### src/rtl/countdown_hi_stage_pkg.sv
`default_nettype none
// ============================================================================
// countdown_hi_stage_pkg : state encodings for the high-order countdown stage
// Revision: 1.0
// ============================================================================
package countdown_hi_stage_pkg;

  localparam logic [1:0] ST_IDLE  = 2'd0;
  localparam logic [1:0] ST_RUN   = 2'd1;
  localparam logic [1:0] ST_PAUSE = 2'd2;
  localparam logic [1:0] ST_DONE  = 2'd3;

endpackage
`default_nettype wire

### src/rtl/countdown_hi_stage_borrow_edge_det.sv
`default_nettype none
// ============================================================================
// borrow_edge_det : rising-edge detector on the low stage's registered borrow
// Revision: 1.0
// ============================================================================
module borrow_edge_det (
  input  logic i_clk,
  input  logic i_mr,
  input  logic i_d,
  output logic o_rise
);

  logic r_d;

  always_ff @(posedge i_clk) begin
    if (i_mr) begin
      r_d <= 1'b0;
    end else begin
      r_d <= i_d;
    end
  end

  // The low stage holds CO while disabled, so only a 0->1 change is a borrow.
  assign o_rise = i_d & ~r_d;

endmodule
`default_nettype wire

### src/rtl/countdown_hi_stage.sv
`default_nettype none
// ============================================================================
// countdown_hi_stage : high-order stage of a chained down counter with expiry
// Revision: 1.0
// ============================================================================
module countdown_hi_stage
  import countdown_hi_stage_pkg::*;
#(
  parameter int HI_W = 4
) (
  input  logic            i_clk,
  input  logic            i_mr,
  input  logic            i_load,
  input  logic [HI_W-1:0] i_preset,
  input  logic            i_start,
  input  logic            i_stop,
  input  logic            i_ack,
  input  logic [3:0]      i_lo_q,
  input  logic            i_lo_co,
  output logic            o_lo_en,
  output logic [HI_W-1:0] o_hi_q,
  output logic            o_busy,
  output logic            o_expired,
  output logic            o_alarm
);

  logic [1:0]      r_state;
  logic [1:0]      w_next_state;
  logic [HI_W-1:0] r_hi_q;
  logic            r_alarm;
  logic            w_zero;
  logic            w_bev;
  logic            w_dec;

  borrow_edge_det u_borrow_edge_det (
    .i_clk  (i_clk),
    .i_mr   (i_mr),
    .i_d    (i_lo_co),
    .o_rise (w_bev)
  );

  assign w_zero = (r_hi_q == '0) && (i_lo_q == 4'd0);
  assign w_dec  = w_bev && (r_hi_q != '0);

  always_ff @(posedge i_clk) begin
    if (i_mr) begin
      r_state <= ST_IDLE;
    end else begin
      r_state <= w_next_state;
    end
  end

  always_comb begin
    w_next_state = r_state;
    case (r_state)
      ST_IDLE, ST_PAUSE: begin
        if (!i_load && i_start && !i_stop) begin
          w_next_state = ST_RUN;
        end
      end
      ST_RUN: begin
        if (i_stop) begin
          w_next_state = ST_PAUSE;
        end else if (w_zero) begin
          w_next_state = ST_DONE;
        end
      end
      ST_DONE: begin
        if (i_load || i_ack) begin
          w_next_state = ST_IDLE;
        end
      end
      default: w_next_state = ST_IDLE;
    endcase
  end

  always_comb begin
    o_busy    = (r_state == ST_RUN) || (r_state == ST_PAUSE);
    o_expired = (r_state == ST_DONE);
    o_lo_en   = (r_state == ST_RUN) && !w_zero;
  end

  // A borrow landing the cycle after STOP is still taken, hence PAUSE decrements too.
  always_ff @(posedge i_clk) begin
    if (i_mr) begin
      r_hi_q <= '0;
    end else begin
      case (r_state)
        ST_IDLE, ST_DONE: begin
          if (i_load) r_hi_q <= i_preset;
        end
        ST_RUN: begin
          if (w_dec) r_hi_q <= r_hi_q - HI_W'(1);
        end
        ST_PAUSE: begin
          if (i_load)     r_hi_q <= i_preset;
          else if (w_dec) r_hi_q <= r_hi_q - HI_W'(1);
        end
        default: r_hi_q <= r_hi_q;
      endcase
    end
  end

  always_ff @(posedge i_clk) begin
    if (i_mr) begin
      r_alarm <= 1'b0;
    end else begin
      r_alarm <= (r_state == ST_RUN) && (w_next_state == ST_DONE);
    end
  end

  assign o_hi_q  = r_hi_q;
  assign o_alarm = r_alarm;

endmodule
`default_nettype wire

### config.mk
export PLATFORM = sky130hd
export DESIGN_NAME = countdown_hi_stage
export DESIGN_NICKNAME = d
export VERILOG_FILES = /design/src/rtl/countdown_hi_stage_pkg.sv /design/src/rtl/countdown_hi_stage_borrow_edge_det.sv /design/src/rtl/countdown_hi_stage.sv
export SDC_FILE = /design/constraint.sdc
export NUM_CORES = 1
export LEC_CHECK = 0
export CAP_MARGIN = 15
export CORE_MARGIN = 4
export CORE_UTILIZATION = 35
export CTS_CLUSTER_SIZE = 24
export DETAILED_ROUTE_END_ITERATION = 12
export PLACE_DENSITY = 0.65
export SETUP_SLACK_MARGIN = 0.5
export SYNTH_ARGS = -nofsm -noshare
export SYNTH_HDL_FRONTEND = slang
export SYNTH_SLANG_ARGS = --single-unit
### constraint.sdc
create_clock -name i_clk -period 1.7 [get_ports i_clk]
set_input_delay 0.34 -clock i_clk [delete_from_list [all_inputs] [get_ports i_clk]]
set_output_delay 0.34 -clock i_clk [all_outputs]
set_load 0.01 [all_outputs]
Yosys cells after proc, flatten, opt, wreduce, memory -nomap -nowiden
Cells that the tools add are included. Widths: inputs -> output; s select.

Register bits: 8. Bits in latches: 0. Memory bits (writable): 0. Bits in read-only memories: 0. Input bits: 15. Output and inout port bits: 8. Logic and storage cells: 38. Memories: 0.

Add/subtract/negate cells: 1. Multiply operators: 0. Divide/modulo/power cells: 0. Order comparisons: 0. Eq/ne operators: 5. Shift operators: 0. Multiplexer cells: 9. Bitwise operators: 2. Reduce and logical (&&, ||, !) cells: 17.

Operator list (count): $mux 4 (3); $pmux 4 s3 (1); $logic_not 4->1 (2); $mux 2 (4); $eq 2x2->1 const B (3); $logic_and 1x1->1 (6); $pmux 2 s3 (1); $reduce_bool 4->1 (1); $reduce_or 2->1 (2); $sub 4x1->4 const B (1); $logic_not 1->1 (3); $eq 2x1->1 const B (1); $logic_not 2->1 (1); $logic_or 1x1->1 (2); $ne 2x2->1 const B (1); $and 1x1->1 (1); $not 1->1 (1).

Longest topological paths before layout
Word-level depth: 7. Mapped depth: 6. Gate-level depth less buffers: 6.

Modules after synthesis
From an unflattened synthesis, not the netlist that was laid out.

Cell total of the unflattened synthesis: 63. Area, all modules: 550.5 um^2.

By module, submodules not included: countdown_hi_stage (instances 1, cells each 60, area each 503.0 um^2, seq. area each 140.1 um^2); borrow_edge_det (instances 1, cells each 3, area each 47.5 um^2, seq. area each 20.0 um^2).

Least setup slack after synthesis
No wires, ideal clock.

Kind: reg-to-reg. Start point: register r_hi_q[0], in the netlist o_hi_q[0]. End point: register r_hi_q[1], in the netlist o_hi_q[1]. Setup time: 0.128 ns. Data arrival time: 1.482 ns. Required time: 1.572 ns. Path slack: 0.090 ns. Stages on the path, launching flop included: 7. Buffers on the path: 0. Clock period less this slack: 1.610 ns. Cells stage by stage: dfxtp_1 inv_1 ha_1 nor3b_2 or3b_2 a21oi_1 o32ai_1.

Word-level cells in the longest chain between the ends: 5. Elaborated cells between the ends (all ways): 6. Classes of those cells: add/sub: 1; mux: 3; reduce/logical: 2.

RTL lines: from (decl) (RTL line countdown_hi_stage.sv:29) `logic [HI_W-1:0] r_hi_q;`; from (signal assigned) (RTL line countdown_hi_stage.sv:90) `if (i_load) r_hi_q <= i_preset;`; from (signal assigned) (RTL line countdown_hi_stage.sv:93) `if (w_dec) r_hi_q <= r_hi_q - HI_W'(1);`; from (signal assigned) (RTL line countdown_hi_stage.sv:96) `if (i_load) r_hi_q <= i_preset;`; parallel branches: the longest is 2 deep, another holds $sub 4x1->4; $mux 4 * (RTL line countdown_hi_stage.sv:93, countdown_hi_stage.sv:97); $mux 4 (RTL line countdown_hi_stage.sv:96); $pmux 4 s3 * (RTL line countdown_hi_stage.sv:88) `case (r_state)`.

Mark *: on every way between the ends. A chain may end at the register's enable or synchronous reset.

Final worst setup path
Start point: register r_hi_q[0], in the netlist o_hi_q[0]. End point: output o_lo_en.

Word-level cells in the longest chain between the ends: 4.

RTL lines: $logic_not 4->1 (RTL line countdown_hi_stage.sv:42) `assign w_zero = (r_hi_q == '0) && (i_lo_q == 4'd0);`; $logic_and 1x1->1 (RTL line countdown_hi_stage.sv:42); $logic_not 1->1 (RTL line countdown_hi_stage.sv:80) `o_lo_en = (r_state == ST_RUN) && !w_zero;`; $logic_and 1x1->1 (RTL line countdown_hi_stage.sv:80); to (decl) (RTL line countdown_hi_stage.sv:20) `output logic o_lo_en,`.

No other way between the ends.

==> flow_summary_export.csv <==
group,metric,value,unit
floorplan,floorplan.rows,14,
critical_path,cpPeakStageDelay,350,ps
timing,period_share,97.9,%
cells_and_area,drive_above_1_share,55.1,%
pwr,power_density,500,mW/mm^2
global_route,grt_start_max_net_pins,8,
pwr,total_power,0.631,mW
cells_and_area,antenna_cells,0,
synthesis,ys_ff_latch,8,
worst_hold_path,hold_class,"reg -> reg",
clock_network,cts_max_level,1,
timing,slew_headroom,73.3,%
global_route,grt.overflow.total,0,
timing,final-max-slew-violation-count,0,
route,drc,0,
synthesis,yosysWarnings,0,
synthesis,synth_cell_types,31,
flow_run,drv_cap,0,
critical_path,path_class,"reg -> out",
critical_path,reg2reg_from,"r_state[0]",
timing,hold_viol,0,
synthesis,syn_area,584,um^2
clock_network,clk_latency,270,ps
floorplan,die_y,48.9,um
cells_and_area,area_delta_synth_final,116,%
route,routedWlPerCell,17.3,um
floorplan,io_pins,23,
floorplan,core,0.00154,mm^2
placement,dpl.hpwl,1330,um
cells_and_area,final.fill_count,89,
floorplan,die_x,48.9,um
synthesis,syn_area_per_cell,7.79,um^2
worst_hold_path,holdCritStartpoint,"r_state[1]",
timing,fmax,601,MHz
placement,placed_area,987,um^2
global_route,grt_usage,17.5,%
route,viasPerCell,5.75,
outcome,status,"finished, final reports clean",
clock_network,clock_sinks,8,
critical_path,cp_max_fo,2,
critical_path,reg2reg_slack,50,ps
route,vias,822,
pwr,ir_drop,344,uV
timing,skew,10.5,ps
route,wirelength,2470,um
global_route,grt_pass1_vias,728,
global_route,grt_pass1_wl,3280,um
cells_and_area,nets,147,
critical_path,arrival,1320,ps
synthesis,synth_fp_nets,94,
timing,rsz0062_at_grt,"true",
placement,io_buffer_count,22,
worst_hold_path,min_to,"r_state[1]",
timing,layout_min_cycle_time,1660,ps
clock_network,cts_tree,"yes",
placement,pre_cts_ws,-381,ps
floorplan,start_util,37.9,%
placement,globalplace.congestion,0.785,
floorplan,die_area,0.00239,mm^2
timing,worst_pin_slew,400,ps
timing,hold_ws,579,ps
route,drtPass1Iterations,4,
cells_and_area,finalInstanceArea,0.00126,mm^2
critical_path,r2r_end,"o_hi_q[3]",
clock_network,cts_buffer_depth,2,
synthesis,seq_area_frac_synth,27.4,%
worst_hold_path,hold_depth,2,
timing,setup-violations-final,0,
critical_path,crit_path_start_kind,"flip-flop",
clock_network,clk_pin_slew,80,ps
route,first_iter_violations,32,
critical_path,path_cells,"inv_4 -> ha_4 -> nor3b_4 -> and2_4 -> nor2_4 -> buf_6",
global_route,antenna_found_initial,0,
synthesis,synthCells,75,
critical_path,crit_path_end_kind,"output pin",
route,drtAntennaViolNets,0,
clock_network,cts-root-buf,"clkbuf_4",
clock_network,cts_made_buffers,3,
critical_path,critPathSlowestCell,"dfxtp_4",
critical_path,r2r_cells,7,
critical_path,required,1360,ps
pwr,power.static_leakage,0.507,nW
timing,setup_slack,36.2,ps
==> cells in the final DEF (no fill, tap or decap), drive strengths merged, types with 3 or more instances in the layout <==
cell type / netlist / final
clkbuf: 1 / 4
dlygate4sd2: 0 / 6
o21ai: 4 / 4
ha: 4 / 4
a21oi: 7 / 7
nand2: 4 / 4
nand2b: 3 / 3
nor3b: 3 / 3
clkdlybuf4s50: 0 / 10
dfxtp: 8 / 8
inv: 9 / 9
buf: 0 / 33
nor2: 6 / 6
==> synth_stat cells (all sizes together) <==
master	number	share of area, %
o21ai	4	3.4
o32ai	1	1.5
inv	9	5.8
nor2b	2	2.1
nand3	1	0.86
clkbuf	1	0.64
a21oi	7	6.0
o21a	1	1.3
dfxtp	8	27
and3	1	1.1
a21o	1	1.3
nand2b	3	3.2
nor2	6	3.9
ha	4	8.6
a211oi	1	1.3
or2	1	1.1
a221o	1	1.7
nor4	2	2.1
and2	1	1.1
o31ai	1	1.3
nand2	4	2.6
a22oi	2	2.6
a221oi	1	1.5
a32oi	2	3.0
o22ai	2	2.1
xnor2	1	1.5
nor3b	3	6.4
or3b	1	1.5
or3	1	1.1
nor3	1	0.86
nand3b	1	1.3
==> timing repair <==
action / CTS / global route
buffers inserted: 10 / 6
hold buffers: 0 / 0
gates cloned: 0 / 0
endpoints found under the hold margin: 0 / 0
pin swaps: 14 / 10
setup endpoints to repair: 15 / 13
gates resized for setup: 52 / 14
==> power by group <==
group,leakage [nW],internal [mW],switching [mW]
clock,0.0150,0.0908,0.0911
sequential,0.0689,0.194,0.0110
combinational,0.423,0.142,0.102
==> final cells by class <==
| type | instances | area [um^2] | share of cell area (%) |
|---|---|---|---|
| Sequential cell | 8 | 175 | 13.9 |
| Timing Repair Buffer | 49 | 463 | 36.6 |
| Tap cell | 16 | 20.0 | 1.58 |
| Inverter | 9 | 38.8 | 3.07 |
| Multi-Input combinational cell | 57 | 541 | 42.8 |
| Clock buffer | 4 | 26.3 | 2.08 |
==> cells by family (layout without fill, tap and decap cells) <==
kind of cell             Yosys count  count (layout)  synth area share [%]
buffers and inverters             10              62                  6.42
AND/OR/NAND/NOR                   28              28                  29.1
XOR/XNOR                           1               1                  1.50
flip-flops                         8               8                  27.4
AO/OA/AOI/OAI                     24              24                  27.0
adder cells (fa/ha/maj)            4               4                  8.57
==> flip-flops by register name (all words and copies together), names as in the netlist <==
signal and count:
r_state 2, o_alarm 1, u_borrow_edge_det.r_d 1, o_hi_q 4
==> how the worst max path moves through the flow <==
stage / start / to / slack, ps
after floorplan: r_state[0] / o_hi_q[3] / 310
after global placement: i_lo_q[1] / o_lo_en / -360
after detailed placement: i_lo_q[1] / o_lo_en / -380
after CTS: o_hi_q[1] / o_lo_en / 50
after global routing: o_hi_q[0] / o_lo_en / -3
final: o_hi_q[0] / o_lo_en / 40
==> critical path, delay by kind of cell (launching register included) <==
| kind | cells | cell delay, ps |
|---|---|---|
| and+or+nand+nor | 3 | 410 |
| DFF | 1 | 350 |
| buffers and inverters | 2 | 170 |
| adders and majority gates | 1 | 130 |
==> routing by layer <==
| layer | GRT usage, % | vias to the layer above | routed length (um) |
|---|---|---|---|
| li1 | - | 378 | - |
| met1 | 22.0 | 384 | 1040 |
| met2 | 26.5 | 46 | 1130 |
| met3 | 5.81 | 14 | 206 |
| met4 | 8.07 | 0 | 90 |
| met5 | 0 | - | 0 |
==> through the flow <==
stage	TNS [ps]	instances	utilization [%]
global route	-3.00	143	82.0
finish	0	143	82.0
detailed placement	-652	123	64.0
global placement	-562	123	64.0
CTS	0	137	74.7
floorplan	0	75	-
Note: power is estimated with default switching activity, not from simulation.
